### src/rtl/spiregs_v2_if.sv
// SPI message bus carrying one completed command frame from the deframer into the register block.
// Latency: none, wires only.
// Backpressure: none; the deframer strobes spi_msg_end once per message and the block always accepts it.
// Ports: spi_msg_end (1-cycle strobe), spi_cmd (command byte), spi_rxdata (64-bit payload, first byte in [63:56]).
interface spiregs_v2_if;
    logic        spi_msg_end;
    logic [7:0]  spi_cmd;
    logic [63:0] spi_rxdata;

    modport master (output spi_msg_end, output spi_cmd, output spi_rxdata);
    modport slave  (input  spi_msg_end, input  spi_cmd, input  spi_rxdata);
endinterface

### src/rtl/spiregs_v2.sv
// SPI command register block: decodes SPI messages into system controls and a keyboard-character FIFO.
// Latency: register results are visible 1 cycle after spi_msg_end; FIFO head is first-word-fall-through.
// Backpressure: none; a push into a full FIFO (without a same-cycle pop) is dropped and sets sticky overflow.
// Ports: clk, reset_n (async active-low), spi (spiregs_v2_if.slave), reset_req, keys, hctrl,
//        kbbuf_rddata/rden/empty/full/count/overflow, use_t80, has_z80, force_turbo, video_mode.
// Optional: define SPIREGS_KBBUF_BURST_EN to add command 14h (multi-byte FIFO push driven by a small FSM).
module spiregs_v2 #(
    parameter int NUM_HCTRL          = 2,
    parameter int KBBUF_DEPTH        = 16,
    parameter int RESET_PULSE_CYCLES = 16,
    parameter int VIDMODE_BITS       = 1
) (
    input  logic                          clk,
    input  logic                          reset_n,
    spiregs_v2_if.slave                   spi,
    output logic                          reset_req,
    output logic [63:0]                   keys,
    output logic [8*NUM_HCTRL-1:0]        hctrl,
    output logic [7:0]                    kbbuf_rddata,
    input  logic                          kbbuf_rden,
    output logic                          kbbuf_empty,
    output logic                          kbbuf_full,
    output logic [$clog2(KBBUF_DEPTH):0]  kbbuf_count,
    output logic                          kbbuf_overflow,
    output logic                          use_t80,
    input  logic                          has_z80,
    output logic                          force_turbo,
    output logic [VIDMODE_BITS-1:0]       video_mode
);
    localparam int AW = $clog2(KBBUF_DEPTH);
    localparam int CW = AW + 1;

    localparam logic [7:0] CMD_RESET       = 8'h01;
    localparam logic [7:0] CMD_FORCE_TURBO = 8'h02;
    localparam logic [7:0] CMD_SET_KEYB    = 8'h10;
    localparam logic [7:0] CMD_SET_HCTRL   = 8'h11;
    localparam logic [7:0] CMD_WRITE_KBBUF = 8'h12;
    localparam logic [7:0] CMD_CLEAR_KBBUF = 8'h13;
    localparam logic [7:0] CMD_SET_VIDMODE = 8'h40;

    logic [63:0] rx;
    logic        is_reset, is_turbo, is_keyb, is_hctrl, is_write, is_clear, is_vid;

    assign rx       = spi.spi_rxdata;
    assign is_reset = spi.spi_msg_end && (spi.spi_cmd == CMD_RESET);
    assign is_turbo = spi.spi_msg_end && (spi.spi_cmd == CMD_FORCE_TURBO);
    assign is_keyb  = spi.spi_msg_end && (spi.spi_cmd == CMD_SET_KEYB);
    assign is_hctrl = spi.spi_msg_end && (spi.spi_cmd == CMD_SET_HCTRL);
    assign is_write = spi.spi_msg_end && (spi.spi_cmd == CMD_WRITE_KBBUF);
    assign is_clear = spi.spi_msg_end && (spi.spi_cmd == CMD_CLEAR_KBBUF);
    assign is_vid   = spi.spi_msg_end && (spi.spi_cmd == CMD_SET_VIDMODE);

    // Persistent state deliberately has no reset_n term: reset_req may be wired back into reset_n,
    // and the pulse and CPU/video mode selection must survive that loop. Values below are power-up only.
    logic                    q_use_t80    = 1'b0;
    logic [VIDMODE_BITS-1:0] video_mode_q = '0;
    logic [7:0]              rst_cnt      = 8'd0;

    always_ff @(posedge clk) begin
        if (is_reset) begin
            q_use_t80 <= rx[56];
            rst_cnt   <= 8'(RESET_PULSE_CYCLES);
        end else if (rst_cnt != 8'd0) begin
            rst_cnt <= rst_cnt - 8'd1;
        end
        if (is_vid) begin
            video_mode_q <= rx[56 +: VIDMODE_BITS];
        end
    end

    // Counter is loaded on the strobe edge, so reset_req is high for exactly RESET_PULSE_CYCLES cycles.
    assign reset_req  = (rst_cnt != 8'd0);
    assign video_mode = video_mode_q;
    assign use_t80    = has_z80 ? q_use_t80 : 1'b1;

    always_ff @(posedge clk or negedge reset_n) begin
        if (!reset_n) begin
            keys        <= '1;
            hctrl       <= '1;
            force_turbo <= 1'b0;
        end else begin
            if (is_keyb) begin
                keys <= rx;
            end
            if (is_turbo) begin
                force_turbo <= rx[56];
            end
            if (is_hctrl) begin
                // Controller 1 takes the first payload byte, controller 2 the second, and so on.
                for (int i = 0; i < NUM_HCTRL; i++) begin
                    hctrl[8*i +: 8] <= rx[63-8*i -: 8];
                end
            end
        end
    end

    // FIFO push sources: the single-byte command, or the burst engine when it is built.
    logic       push_req;
    logic [7:0] push_byte;
    logic       cmd_drop;

`ifdef SPIREGS_KBBUF_BURST_EN
    localparam logic [7:0] CMD_WRITE_BURST = 8'h14;

    typedef enum logic {ST_IDLE, ST_PUSH} state_t;

    state_t      state_q, state_d;
    logic [2:0]  left_q;
    logic [55:0] bdata_q;
    logic        is_burst;
    logic        burst_push;

    assign is_burst = spi.spi_msg_end && (spi.spi_cmd == CMD_WRITE_BURST);

    always_ff @(posedge clk or negedge reset_n) begin
        if (!reset_n) begin
            state_q <= ST_IDLE;
        end else begin
            state_q <= state_d;
        end
    end

    always_comb begin
        state_d    = state_q;
        burst_push = 1'b0;
        cmd_drop   = 1'b0;
        case (state_q)
            ST_IDLE: begin
                if (is_burst && (rx[58:56] != 3'd0)) begin
                    state_d = ST_PUSH;
                end
            end
            ST_PUSH: begin
                if (is_clear) begin
                    state_d = ST_IDLE;
                end else begin
                    burst_push = 1'b1;
                    // Only one push per cycle: any new write command arriving mid-burst is lost.
                    cmd_drop   = is_write || is_burst;
                    if (left_q == 3'd1) begin
                        state_d = ST_IDLE;
                    end
                end
            end
            default: state_d = ST_IDLE;
        endcase
    end

    // Payload is captured at the strobe and shifted out MSB-byte first.
    always_ff @(posedge clk or negedge reset_n) begin
        if (!reset_n) begin
            left_q  <= 3'd0;
            bdata_q <= '0;
        end else if ((state_q == ST_IDLE) && is_burst) begin
            left_q  <= rx[58:56];
            bdata_q <= rx[55:0];
        end else if (burst_push) begin
            left_q  <= left_q - 3'd1;
            bdata_q <= {bdata_q[47:0], 8'h00};
        end
    end

    assign push_req  = burst_push || (is_write && (state_q == ST_IDLE));
    assign push_byte = burst_push ? bdata_q[55:48] : rx[63:56];
`else
    assign push_req  = is_write;
    assign push_byte = rx[63:56];
    assign cmd_drop  = 1'b0;
`endif

    logic [7:0]    mem [KBBUF_DEPTH];
    logic [AW-1:0] wrptr, rdptr;
    logic [CW-1:0] count_q;
    logic          overflow_q;
    logic          pop, push_ok;

    assign kbbuf_empty    = (count_q == '0);
    assign kbbuf_full     = (count_q == CW'(KBBUF_DEPTH));
    assign kbbuf_count    = count_q;
    assign kbbuf_overflow = overflow_q;
    assign kbbuf_rddata   = mem[rdptr];

    // A pop frees the slot in the same cycle, so a full FIFO still accepts a simultaneous push.
    assign pop     = kbbuf_rden && !kbbuf_empty;
    assign push_ok = push_req && !is_clear && (!kbbuf_full || pop);

    always_ff @(posedge clk or negedge reset_n) begin
        if (!reset_n) begin
            wrptr      <= '0;
            rdptr      <= '0;
            count_q    <= '0;
            overflow_q <= 1'b0;
        end else if (is_clear) begin
            wrptr      <= '0;
            rdptr      <= '0;
            count_q    <= '0;
            overflow_q <= 1'b0;
        end else begin
            if (push_ok) begin
                wrptr <= wrptr + AW'(1);
            end
            if (pop) begin
                rdptr <= rdptr + AW'(1);
            end
            count_q <= count_q + CW'(push_ok) - CW'(pop);
            if ((push_req && !push_ok) || cmd_drop) begin
                overflow_q <= 1'b1;
            end
        end
    end

    always_ff @(posedge clk) begin
        if (push_ok) begin
            mem[wrptr] <= push_byte;
        end
    end
endmodule

### src/flat_wrapper.sv
// flat-port wrapper written by rule: the top's interface ports become plain ports
module spiregs_v2_flat 
#(
    parameter int NUM_HCTRL          = 2,
    parameter int KBBUF_DEPTH        = 16,
    parameter int RESET_PULSE_CYCLES = 16,
    parameter int VIDMODE_BITS       = 1
)
  (clk, reset_n, reset_req, keys, hctrl, kbbuf_rddata, kbbuf_rden, kbbuf_empty, kbbuf_full, kbbuf_count, kbbuf_overflow, use_t80, has_z80, force_turbo, video_mode, spi_spi_msg_end, spi_spi_cmd, spi_spi_rxdata);
  spiregs_v2_if spi_i ();
  input  logic clk;
  input  logic reset_n;
  output logic reset_req;
  output logic [63:0] keys;
  output logic [8*NUM_HCTRL-1:0] hctrl;
  output logic [7:0] kbbuf_rddata;
  input  logic kbbuf_rden;
  output logic kbbuf_empty;
  output logic kbbuf_full;
  output logic [$clog2(KBBUF_DEPTH):0] kbbuf_count;
  output logic kbbuf_overflow;
  output logic use_t80;
  input  logic has_z80;
  output logic force_turbo;
  output logic [VIDMODE_BITS-1:0] video_mode;
  input wire logic [$bits(spi_i.spi_msg_end)-1:0] spi_spi_msg_end;
  input wire logic [$bits(spi_i.spi_cmd)-1:0] spi_spi_cmd;
  input wire logic [$bits(spi_i.spi_rxdata)-1:0] spi_spi_rxdata;
  assign spi_i.spi_msg_end = spi_spi_msg_end;
  assign spi_i.spi_cmd = spi_spi_cmd;
  assign spi_i.spi_rxdata = spi_spi_rxdata;
  spiregs_v2 #(.NUM_HCTRL(NUM_HCTRL), .KBBUF_DEPTH(KBBUF_DEPTH), .RESET_PULSE_CYCLES(RESET_PULSE_CYCLES), .VIDMODE_BITS(VIDMODE_BITS)) u_core (.clk(clk), .reset_n(reset_n), .spi(spi_i), .reset_req(reset_req), .keys(keys), .hctrl(hctrl), .kbbuf_rddata(kbbuf_rddata), .kbbuf_rden(kbbuf_rden), .kbbuf_empty(kbbuf_empty), .kbbuf_full(kbbuf_full), .kbbuf_count(kbbuf_count), .kbbuf_overflow(kbbuf_overflow), .use_t80(use_t80), .has_z80(has_z80), .force_turbo(force_turbo), .video_mode(video_mode));
endmodule
### config.mk
export PLATFORM = sky130hd
export DESIGN_NAME = spiregs_v2_flat
export DESIGN_NICKNAME = d
export VERILOG_FILES = /design/src/rtl/spiregs_v2_if.sv /design/src/rtl/spiregs_v2.sv /design/src/flat_wrapper.sv
export SDC_FILE = /design/constraint.sdc
export NUM_CORES = 1
export LEC_CHECK = 0
export ABC_AREA = 1
export CORE_AREA = 3 3 137 192
export CTS_CLUSTER_SIZE = 30
export DETAILED_ROUTE_END_ITERATION = 10
export DIE_AREA = 0 0 140 195
export GPL_TIMING_DRIVEN = 0
export MAX_ROUTING_LAYER = met4
export PLACE_DENSITY = 0.67
export SYNTH_ARGS = -nofsm -noshare
export SYNTH_HDL_FRONTEND = slang
export SYNTH_SLANG_ARGS = --single-unit
### constraint.sdc
create_clock -name clk -period 2.75 [get_ports clk]
set_input_delay 0.275 -clock clk [delete_from_list [all_inputs] [get_ports clk]]
set_output_delay 0.275 -clock clk [all_outputs]
set_load 0.1 [all_outputs]
==> metrics.md, run 1 <==
| Metric | Value |
|---|---|
| Die ar. | about 27000 um^2 |
| Setup WS pre-CTS | -0.4774 ns |
| Comb pwr share | 38.5% |
| Clock power frac | between 20% and 30% |
| N_diodes | 0 |
| Pin count of the biggest net entering global routing | 66 |
| DRT Pass-1 Iters | 5 |
| Hold crit path type | in -> async |
| Status | complete, no violations |
| Post-route ant nets | 0 |
| Placer Congestion | just over 0.8 |
| Crit share post-route | slightly below 100% |
| Share of the yosys chip area belonging to registers | between 60% and 70% |
| Worst-Skew Late Latency | 0.50 ns |
| Synthesized cell area | approximately 10000 um^2 |
| R2R Setup Slk | between 0.2 and 0.3 ns |
| Filler cells | about 2200 |
| CP Max Fanout | 10 |
| Synthesized instance count | around 980 |
| Fmax | between 300 and 400 MHz |
| Root Driver | clkbuf_16 |
| Switching share of total power | a little over 40% |
| Worst Setup Path Type | reg -> out |
| Layout cell share with drive strength beyond 1 | between 10% and 20% |
| Wirelength, routed | between 20 and 30 mm |
| Area grow syn2layout | 29.75% |
| CP Capture Type | primary output |
| H-tree Lvls | 1 |
| R2R depth | 15 |
| Hold WS | between 0.015 and 0.02 ns |
| Via count | roughly 7500 |
| Synthesized flop and latch total | about 230 |
| Reg-to-Reg Start | u_core.kbbuf_count[1]$_DFF_PN0_ |
| Core area | between 20000 and 25000 um^2 |
| Initial antenna violation count | 0 |
| Peak VDD IR | around 1.4 mV |
| CTS Hold Bufs | 0 |
| Sequential share of power | a little over a third |
| Iter 0 DRT Violations | roughly 390 |
| I/O Buffers | between 150 and 200 |
| Critical Path AT | approximately 2.5 ns |
| Die width | around 140 um |
| Synthesis warning total | 0 |
| Sw Pwr | ~4.6 mW |
| Fin crit period | between 2 and 3 ns |
| Req. time, crit path | about 2.5 ns |
| First-pass GRT wire length | between 40 and 50 mm |
| Rows | a little under 70 |
| Reg clk slew, reported paths | 0.06 ns |
| Final setup margin | roughly 0.019 ns |
| Startpoint types | register |
| Overall power | about 11 mW |
| TritonCTS sink count | between 200 and 250 |
| Overflow after GRT | 0 |
| MaxCap Viol Count | 0 |
| Final Hold Fails | 0 |
| Synthesized area per cell | a little over 10 um^2 |
| HPWL reported at the end of detailed placement | approximately 18 mm |
| Pleak | approximately 5.2 nW |
| Syn Nets | 1067 |
| Worst-Margin Slew | 1.048 ns |
| Routed length per instance | 17.24 um |
| Starting density of the core | between 30% and 40% |
| Cell variety after synth | 30 |
| DR DRC count | 0 |
| Pwr Density | 887.2 nW/um^2 |
| Global-route usage over all layers | between 10% and 20% |
| Final Max Tran Viols | 0 |
| IO Count | 177 |
| Die Ht | about 200 um |
| Slew headroom | between 20 and 30% |
| Fin nets | roughly 1300 |
| Reg2reg end | u_core.kbbuf_count[4]$_DFF_PN0_ |
| Internal Power | slightly below 7 mW |
| Number of global-route vias before repair | ~7700 |
| Num CTS Buffers | 23 |
| Setup Skew | approximately 0.013 ns |
| CTS tree | yes |
| Vias per cell | 4.943 |
| Clock Path Buffers | 3 |
| Final setup violating endpoints | 0 |
stage by stage:
stage | instances | cell area (um^2) | setup TNS (ns) | utilization (%)
final | 1513 | 12800 | 0 | 51.86
after global routing | 1513 | 12800 | -0.03461 | 51.86
after CTS | 1510 | 12720 | 0 | 51.54
after detailed placement | 1469 | 12050 | -8.331 | 48.82
after global placement | 1468 | 12020 | -114.51 | 48.72
after floorplan | 977 | 9866 | 0 | -
synthesized netlist by cell type (all sizes together):
library cell	instances	share of area (%)
a21oi	23	1.2
buf	18	0.89
clkbuf	24	0.91
clkinv	2	0.076
dfrtp	15	3.8
dfstp	80	21
dfxtp	8	1.6
edfxtp	130	40
fa	1	0.20
ha	12	1.5
inv	68	2.6
nand2	291	11
nand3	103	5.2
nand3b	1	0.076
nand4	6	0.38
nor2	114	4.6
nor3	1	0.10
nor4	1	0.063
o211ai	8	0.61
o21ai	63	3.2
or2	2	0.13
xnor2	2	0.18
xor2	4	0.36
layer usage:
layer | vias to the layer above | wire (um) | track usage (%) | share of wire (%)
li1 | 3620 | - | - | -
met2 | 307 | 13310 | 33.61 | 51
met5 | - | 0 | - | 0
met1 | 3491 | 10120 | 22.30 | 39
met3 | 61 | 1706 | 3.552 | 6.5
met4 | 0 | 952 | 7.002 | 3.6
state kept, by name, indices dropped and copies added, names as in the netlist, 4 cells and up:
signal and flops:
u_core.mem 128, u_core.keys 64, u_core.wrptr 4, u_core.rdptr 4, u_core.kbbuf_count 5, u_core.hctrl 16
u_core.rst_cnt 8
cell type report:
| class | count | area (um^2) | area share, % |
|---|---|---|---|
| repair buffers | 180 | 1804 | 14.10 |
| clock buffers | 40 | 675.6 | 5.280 |
| flip-flops and latches | 233 | 6546 | 51.16 |
| multi-input cells | 632 | 2898 | 22.65 |
| clock inverters | 1 | 5.005 | 0.03911 |
| plain buffers | 42 | 202.7 | 1.584 |
| well taps | 315 | 394.1 | 3.080 |
| inverters | 70 | 270.3 | 2.112 |
worst max-delay path by stage:
stage | from | to | cells after the start
2_1_floorplan | u_core.kbbuf_count[0]$_DFF_PN0_ | u_core.kbbuf_count[4]$_DFF_PN0_ | 15
4_1_cts | u_core.rdptr[2]$_DFFE_PN0P_ | kbbuf_rddata[7] | 9
3_3_place_gp | reset_n | u_core.kbbuf_count[1]$_DFF_PN0_ | 1
6_report | u_core.rdptr[1]$_DFFE_PN0P_ | kbbuf_rddata[7] | 9
5_1_grt | u_core.rdptr[0]$_DFFE_PN0P_ | kbbuf_rddata[5] | 9
3_5_place_dp | u_core.rdptr[0]$_DFFE_PN0P_ | kbbuf_rddata[7] | 8
timing repair:
action / CTS / global route
setup endpoints to repair: 11 / 10
gates resized for setup: 57 / 26
setup buffers: 0 / 3
pin swaps: 0 / 2
worst max-delay path, stage by stage (launching register included):
cell	delay, ns
dfrtp_2	0.45
nand2_1	0.14
clkinvlp_4	0.19
buf_2	0.25
nand3_1	0.09
nand2_1	0.05
nor2_1	0.25
nand2_1	0.15
nand2_1	0.13
buf_6	0.24
power by group through the flow:
stage	Sequential (mW)	Clock, mW	Combinational [mW]
floorplan	4.83	0	2.36
detailed placement	4.15	0	4.28
CTS	4.08	2.95	4.28
finish	4.09	2.89	4.37
global route	4.12	3.09	4.72
global placement	4.14	0	4.23
cell usage in the layout (no fill, tap or decap), types with 2 or more instances in the layout:
cell type,n
inv_2,2
clkbuf_1,31
dfrtp_1,11
dfrtp_2,4
nand4_1,6
xor2_1,4
dlygate4sd2_1,2
a21oi_1,23
clkbuf_2,6
clkdlybuf4s50_1,164
nor2_4,4
clkbuf_16,23
buf_6,5
buf_4,8
clkbuf_8,3
ha_1,11
clkbuf_4,5
o211ai_1,8
o21ai_1,4
nor2_1,109
buf_2,12
dfxtp_1,8
xnor2_1,2
nand3_1,102
or2_2,2
edfxtp_1,130
nand2_1,283
inv_1,65
o21ai_0,59
dfstp_2,80
clkinvlp_4,2
nand2_4,3
nand2_2,5
kinds of logic after synthesis:
family	count (synthesis)	synth area share, %
AO/OA/AOI/OAI	94	4.973
XOR/XNOR	6	0.5329
adder cells (fa/ha/maj)	13	1.725
buffers and inverters	112	4.466
flip-flops	233	66.33
AND/OR/NAND/NOR	519	21.97
Power figures use the tool's default switching activity.
==> run 2: changes to the inputs <==
--- a/constraint.sdc
+++ b/constraint.sdc
@@ -3,2 +3,2 @@
 set_output_delay 0.275 -clock clk [all_outputs]
-set_load 0.1 [all_outputs]
+set_load 0.05 [all_outputs]
==> metrics.md, run 2 (synthesis results as in run 1) <==
| Metric | Value |
|---|---|
| Pin count of the biggest net entering global routing | between 70 and 80 |
| Final Non-Filler Cells | 1512 |
| Via count | 7414 |
| Placed cell count | 1469 |
| Worst-Margin Slew | around 1.1 ns |
| Status | complete, no violations |
| Number of global-route vias before repair | a little under 8000 |
| Initial antenna violation count | 0 |
| H-tree Lvls | 1 |
| Final Hold Fails | 0 |
| Iter 0 DRT Violations | around 420 |
| Final Max Tran Viols | 0 |
| Setup Skew | roughly 0.01 ns |
| Die ar. | about 27000 um^2 |
| Sequential share of power | a little under two fifths |
| Final setup violating endpoints | 0 |
| Clock Path Buffers | 3 |
| Most frequent cells in the layout | nand2_1, clkdlybuf4s50_1, edfxtp_1 |
| Placer Congestion | between 0.8 and 0.9 |
| I/O Buffers | approximately 180 |
| Rows | 68 |
| Core area | about 25000 um^2 |
| First-pass GRT wire length | 40.85 mm |
| Most frequent CP cell | buf_2 |
| Filler cells | approximately 2200 |
| WHS Endpoint | u_core.keys[30]$_DFFE_PN1P_ |
| Slew headroom | between 20 and 30% |
| DR DRC count | 0 |
| Worst Setup Path Type | reg -> out |
| Pleak | between 5 and 6 nW |
| Setup TNS | 0 ns |
| TritonCTS sink count | roughly 230 |
| Fmax | between 300 and 400 MHz |
| Critical Path AT | about 2.4 ns |
| Sw Pwr | between 3 and 4 mW |
| Layout cell share with drive strength beyond 1 | between 10% and 20% |
| Largest registers | u_core.mem (128), u_core.keys (64), u_core.hctrl (16) |
| Max incr delay on CP | ~0.4 ns |
| Most flops, register | u_core.mem |
| Starting density of the core | approximately 40% |
| N_diodes | 0 |
| Final Core Density | approximately 52% |
| Pwr Density | 834.1 nW/um^2 |
| Reg2reg end | u_core.mem[4][7]$_DFFE_PP_ |
| Vias per cell | ~5 |
| Switching share of total power | a little over a third |
| CP Max Fanout | 10 |
| Peak VDD IR | between 0.6 and 0.7 mV |
| Fin nets | roughly 1300 |
| Final instance area | 12840 um^2 |
| Wirelength, routed | ~26 mm |
| Root Driver | clkbuf_16 |
| IO Count | approximately 180 |
| Area of the multi-input gates | 2888 um^2 |
| Hold depth | 3 |
| Global-route usage over all layers | 19.23% |
| Worst-Skew Late Latency | about 0.5 ns |
| MaxCap Viol Count | 0 |
| Post-route ant nets | 0 |
| Die width | 140 um |
| Num CTS Buffers | 22 |
| Most common cell after layout, fill and taps aside | nand2_1 |
| CP Capture Type | primary output |
| R2R depth | 7 |
| Reg clk slew, reported paths | ~0.070 ns |
| DRT Pass-1 Iters | 5 |
| HPWL reported at the end of detailed placement | roughly 18 mm |
| CTS tree | yes |
| Max FFs per register | between 100 and 150 |
| Clock power frac | between 30% and 40% |
| Internal Power | 6.911 mW |
| Comb pwr share | between 30% and 40% |
| Overflow after GRT | 0 |
| Area grow syn2layout | 30.20% |
| Worst path top cell family by delay | buffers and inverters |
| Overall power | about 11 mW |
| CP startpoint | u_core.rdptr[0]$_DFFE_PN0P_ |
| Hold crit path type | in -> reg |
| Register Area | between 6000 and 7000 um^2 |
| RSZ-0062 raised after global routing | false |
| WP buf/inv | 4 |
| Die Ht | just under 200 um |
| R2R Setup Slk | 0.27 ns |
| Hold Path Origin | spi_spi_rxdata[30] |
| Reg-to-Reg Start | u_core.kbbuf_count[2]$_DFF_PN0_ |
| Req. time, crit path | between 2 and 2.5 ns |
| Routed length per instance | 16.89 um |
| Crit share post-route | 96.25% |
| Fin crit period | 2.647 ns |
| Area after DPL | 12040 um^2 |
| Slowest stage cell, crit path | dfrtp_1 |
| Startpoint types | register |
| Critical-path cell list | inv_1 -> buf_2 -> buf_2 -> a21oi_1 -> nor2_1 -> nand2_1 -> nand2_1 -> buf_2 |
run 2: cell types whose count changed in the layout (fill, tap and decap cells not counted), moves of 4 or more:
cell       before  now
buf_2          12   20
clkbuf_1       31   23
buf_6           5    0
bufinv_16       0    4
clkinv_1        1    5
run 2: power groups by stage:
stage / Clock (mW) / Combinational [mW] / Sequential, mW
finish: 3.25 / 3.37 / 4.08
global placement: 0 / 3.39 / 4.14
CTS: 3.30 / 3.38 / 4.08
detailed placement: 0 / 3.43 / 4.14
global route: 3.44 / 3.70 / 4.11
floorplan: 0 / 1.90 / 4.46
run 2: how the worst max path moves through the flow:
| stage | endpoint | slack, ns | cells past startpoint |
|---|---|---|---|
| after global routing | kbbuf_rddata[1] | 0.009 | 9 |
| after CTS | kbbuf_rddata[4] | 0.001 | 9 |
| final | kbbuf_rddata[7] | 0.10 | 8 |
| after global placement | u_core.kbbuf_count[2]$_DFF_PN0_ | -2.07 | 1 |
| after floorplan | u_core.kbbuf_count[4]$_DFF_PN0_ | 0.16 | 16 |
| after detailed placement | u_core.mem[4][0]$_DFFE_PP_ | -0.22 | 7 |
run 2: final cells by class:
| cell class | instances | area share [%] |
|---|---|---|
| repair buffers | 180 | 13.86 |
| multi-input cells | 632 | 22.49 |
| clock inverters | 14 | 1.393 |
| clock buffers | 26 | 4.648 |
| inverters | 70 | 2.105 |
| flip-flops and latches | 233 | 50.95 |
| well taps | 315 | 3.070 |
| plain buffers | 42 | 1.481 |
run 2: per-layer routing:
| layer | global-route usage (%) | wire length [um] | up-vias |
|---|---|---|---|
| li1 | - | - | 3632 |
| met1 | 22.31 | 9852 | 3481 |
| met2 | 33.58 | 13190 | 258 |
| met3 | 3.871 | 1762 | 43 |
| met4 | 5.996 | 729 | 0 |
| met5 | - | 0 | - |
run 2: repair_timing:
action / 4_1_cts / 5_1_grt
hold buffers: 1 / 0
buffers inserted: 0 / 2
endpoints found under the hold margin: 25 / 0
endpoints found under the setup margin: 8 / 10
resized for setup: 39 / 17
cloned: 0 / 0
pin swaps: 0 / 1
run 2: stage by stage:
| step | setup WS [ns] | hold slack [ns] |
|---|---|---|
| after floorplan | 0.1614 | -0.02059 |
| after global placement | -2.068 | 0.4496 |
| after detailed placement | -0.2242 | 0.4523 |
| after CTS | 0.0009850 | 0.2740 |
| after global routing | 0.009427 | 0.2875 |
| final | 0.1032 | 0.2887 |
run 2: worst min-delay path: stages:
cell             delay [ns]
clkdlybuf4s50_1        0.39
nand3_1                0.07
nand2_1                0.05
==> run 3: changes to the inputs <==
- CORE_AREA: 3 3 137 192 -> 2 2 136 191
- DIE_AREA: 0 0 140 195 -> 0 0 138 193
==> metrics.md, run 3 (synthesis results as in run 1) <==
| Metric | Value |
|---|---|
| Post-route ant nets | 0 |
| Peak VDD IR | 0.6519 mV |
| Layout cell share with drive strength beyond 1 | between 10% and 20% |
| Iter 0 DRT Violations | around 450 |
| Pin count of the biggest net entering global routing | 66 |
| Most common cell after layout, fill and taps aside | nand2_1 |
| Vias per cell | 4.915 |
| Number of global-route vias before repair | approximately 7500 |
| Most frequent cells in the layout | nand2_1, clkdlybuf4s50_1, edfxtp_1 |
| Fin crit period | 2.645 ns |
| Final Hold Fails | 0 |
| Startpoint types | register |
| Crit share post-route | 96.17% |
| Final setup violating endpoints | 0 |
| CP Capture Type | primary output |
| DRT Pass-1 Iters | 4 |
| Initial antenna violation count | 0 |
| Overall power | between 10 and 15 mW |
| Setup Skew | approximately 0.006 ns |
| First-pass GRT wire length | 40.15 mm |
| TritonCTS sink count | 233 |
| Slew headroom | between 20% and 30% |
| Core area | roughly 25000 um^2 |
| Routed length per instance | approximately 17 um |
| Critical-path cell list | buf_2 -> clkbuf_4 -> nand2_1 -> nand3_1 -> nand2_1 -> nor2_1 -> nand2_1 -> nand2_1 -> buf_2 |
| Most frequent CP cell | nand2_1 |
| Starting density of the core | 39.39% |
| MaxCap Viol Count | 0 |
| Root Driver | clkbuf_16 |
| I/O Buffers | 176 |
| Max FFs per register | around 130 |
| Post-CTS Setup Bufs | 0 |
| Die Ht | around 190 um |
| Die width | around 140 um |
| Pwr Density | 833.0 nW/um^2 |
| R2R Setup Slk | 0.27 ns |
| Placed cell count | around 1500 |
| Hold crit path type | in -> async |
| RSZ-0062 raised after global routing | true |
| Reg-to-Reg Start | u_core.kbbuf_count[2]$_DFF_PN0_ |
| Hold WS | roughly 0.00056 ns |
| Req. time, crit path | approximately 2.5 ns |
| Area grow syn2layout | 29.93% |
| H-tree Lvls | 1 |
| Slowest stage cell, crit path | dfrtp_1 |
| Fmax | ~380 MHz |
| Worst Setup Path Type | reg -> out |
| Max incr delay on CP | approximately 0.40 ns |
| DR DRC count | 0 |
| Overflow after GRT | 0 |
| R2R depth | 17 |
| Most flops, register | u_core.mem |
| Largest registers | u_core.mem (128), u_core.keys (64), u_core.hctrl (16) |
| Worst-Margin Slew | approximately 1.1 ns |
| N_diodes | 0 |
| Via count | about 7400 |
| Pleak | approximately 5.2 nW |
| Fin nets | 1269 |
| HPWL reported at the end of detailed placement | 18.40 mm |
| CP Max Fanout | 10 |
| Global-route usage over all layers | around 20% |
| Status | complete, no violations |
| Wirelength, routed | between 20 and 30 mm |
| Worst-Skew Late Latency | roughly 0.50 ns |
| Reg clk slew, reported paths | ~0.070 ns |
| Num CTS Buffers | 23 |
| Setup WS pre-CTS | -0.1942 ns |
| Reg2reg end | u_core.kbbuf_count[4]$_DFF_PN0_ |
| Final Max Tran Viols | 0 |
| Final Non-Filler Cells | roughly 1500 |
| Final setup margin | about 0.11 ns |
| Clock Path Buffers | 3 |
| CTS tree | yes |
| Rows | just under 70 |
| Placer Congestion | 0.8549 |
| IO Count | roughly 180 |
| Critical Path AT | about 2.4 ns |
| Die ar. | between 20000 and 30000 um^2 |
[run 3: cell count changes in the layout (fill, tap and decap cells not counted), sizes merged]
| cell | previous run | this run |
|---|---|---|
| inv | 69 | 68 |
| clkinvlp | 5 | 3 |
| clkbuf | 53 | 55 |
| buf | 27 | 22 |
| dlygate4sd3 | 1 | 0 |
| clkinv | 6 | 11 |
[run 3: power by group]
part | switching [mW] | internal (mW) | leakage (nW)
sequential | 0.158 | 3.93 | 2.25
clock | 1.30 | 1.91 | 0.364
combinational | 2.34 | 1.04 | 2.56
[run 3: cell type report]
cell class	count	area, um^2
flip-flops and latches	233	6543
fillers	2260	12220
clock buffers	25	583.1
repair buffers	177	1754
clock inverters	16	183.9
plain buffers	42	198.9
well taps	319	399.1
multi-input cells	632	2888
inverters	70	264.0
[run 3: worst max-delay path by stage]
stage                                         start                               to  depth (start not counted)
floorplan           u_core.kbbuf_count[2]$_DFF_PN0_  u_core.kbbuf_count[4]$_DFF_PN0_                         16
global placement                            reset_n      u_core.rdptr[0]$_DFFE_PN0P_                          1
detailed placement                   spi_spi_cmd[6]       u_core.mem[4][0]$_DFFE_PP_                          8
CTS                     u_core.rdptr[2]$_DFFE_PN0P_                  kbbuf_rddata[7]                          9
global route        u_core.kbbuf_count[3]$_DFF_PN0_  u_core.kbbuf_count[4]$_DFF_PN0_                         17
finish                  u_core.rdptr[0]$_DFFE_PN0P_                  kbbuf_rddata[1]                          9
[run 3: through the flow]
stage          setup TNS [ns]  util [%]  area [um^2]
3_3_place_gp          -111.32     48.02        12020
6_report                    0     51.18        12810
5_1_grt              -0.06159     51.18        12810
4_1_cts                     0     51.19        12820
2_1_floorplan               0         -         9862
3_5_place_dp           -7.291     48.12        12050
[run 3: worst max-delay path, delay by kind of cell (launching register included)]
family | cells | cell delay (ns)
buffers and inverters | 3 | 0.79
DFF | 1 | 0.40
and+or+nand+nor | 6 | 0.68
[run 3: what timing repair did]
action                     4_1_cts  5_1_grt
pin swaps                        0        0
hold buffers                     0        0
gates resized for setup         37       22
setup endpoints to repair        8       10
[run 3: routing by layer]
metal  wire length, um  global-route usage, %  up-vias
met2             13240                  34.94      251
met1             10170                  22.34     3507
met5                 0                      -        -
li1                  -                      -     3623
met4               974                  8.438        0
met3              1412                  3.062       60
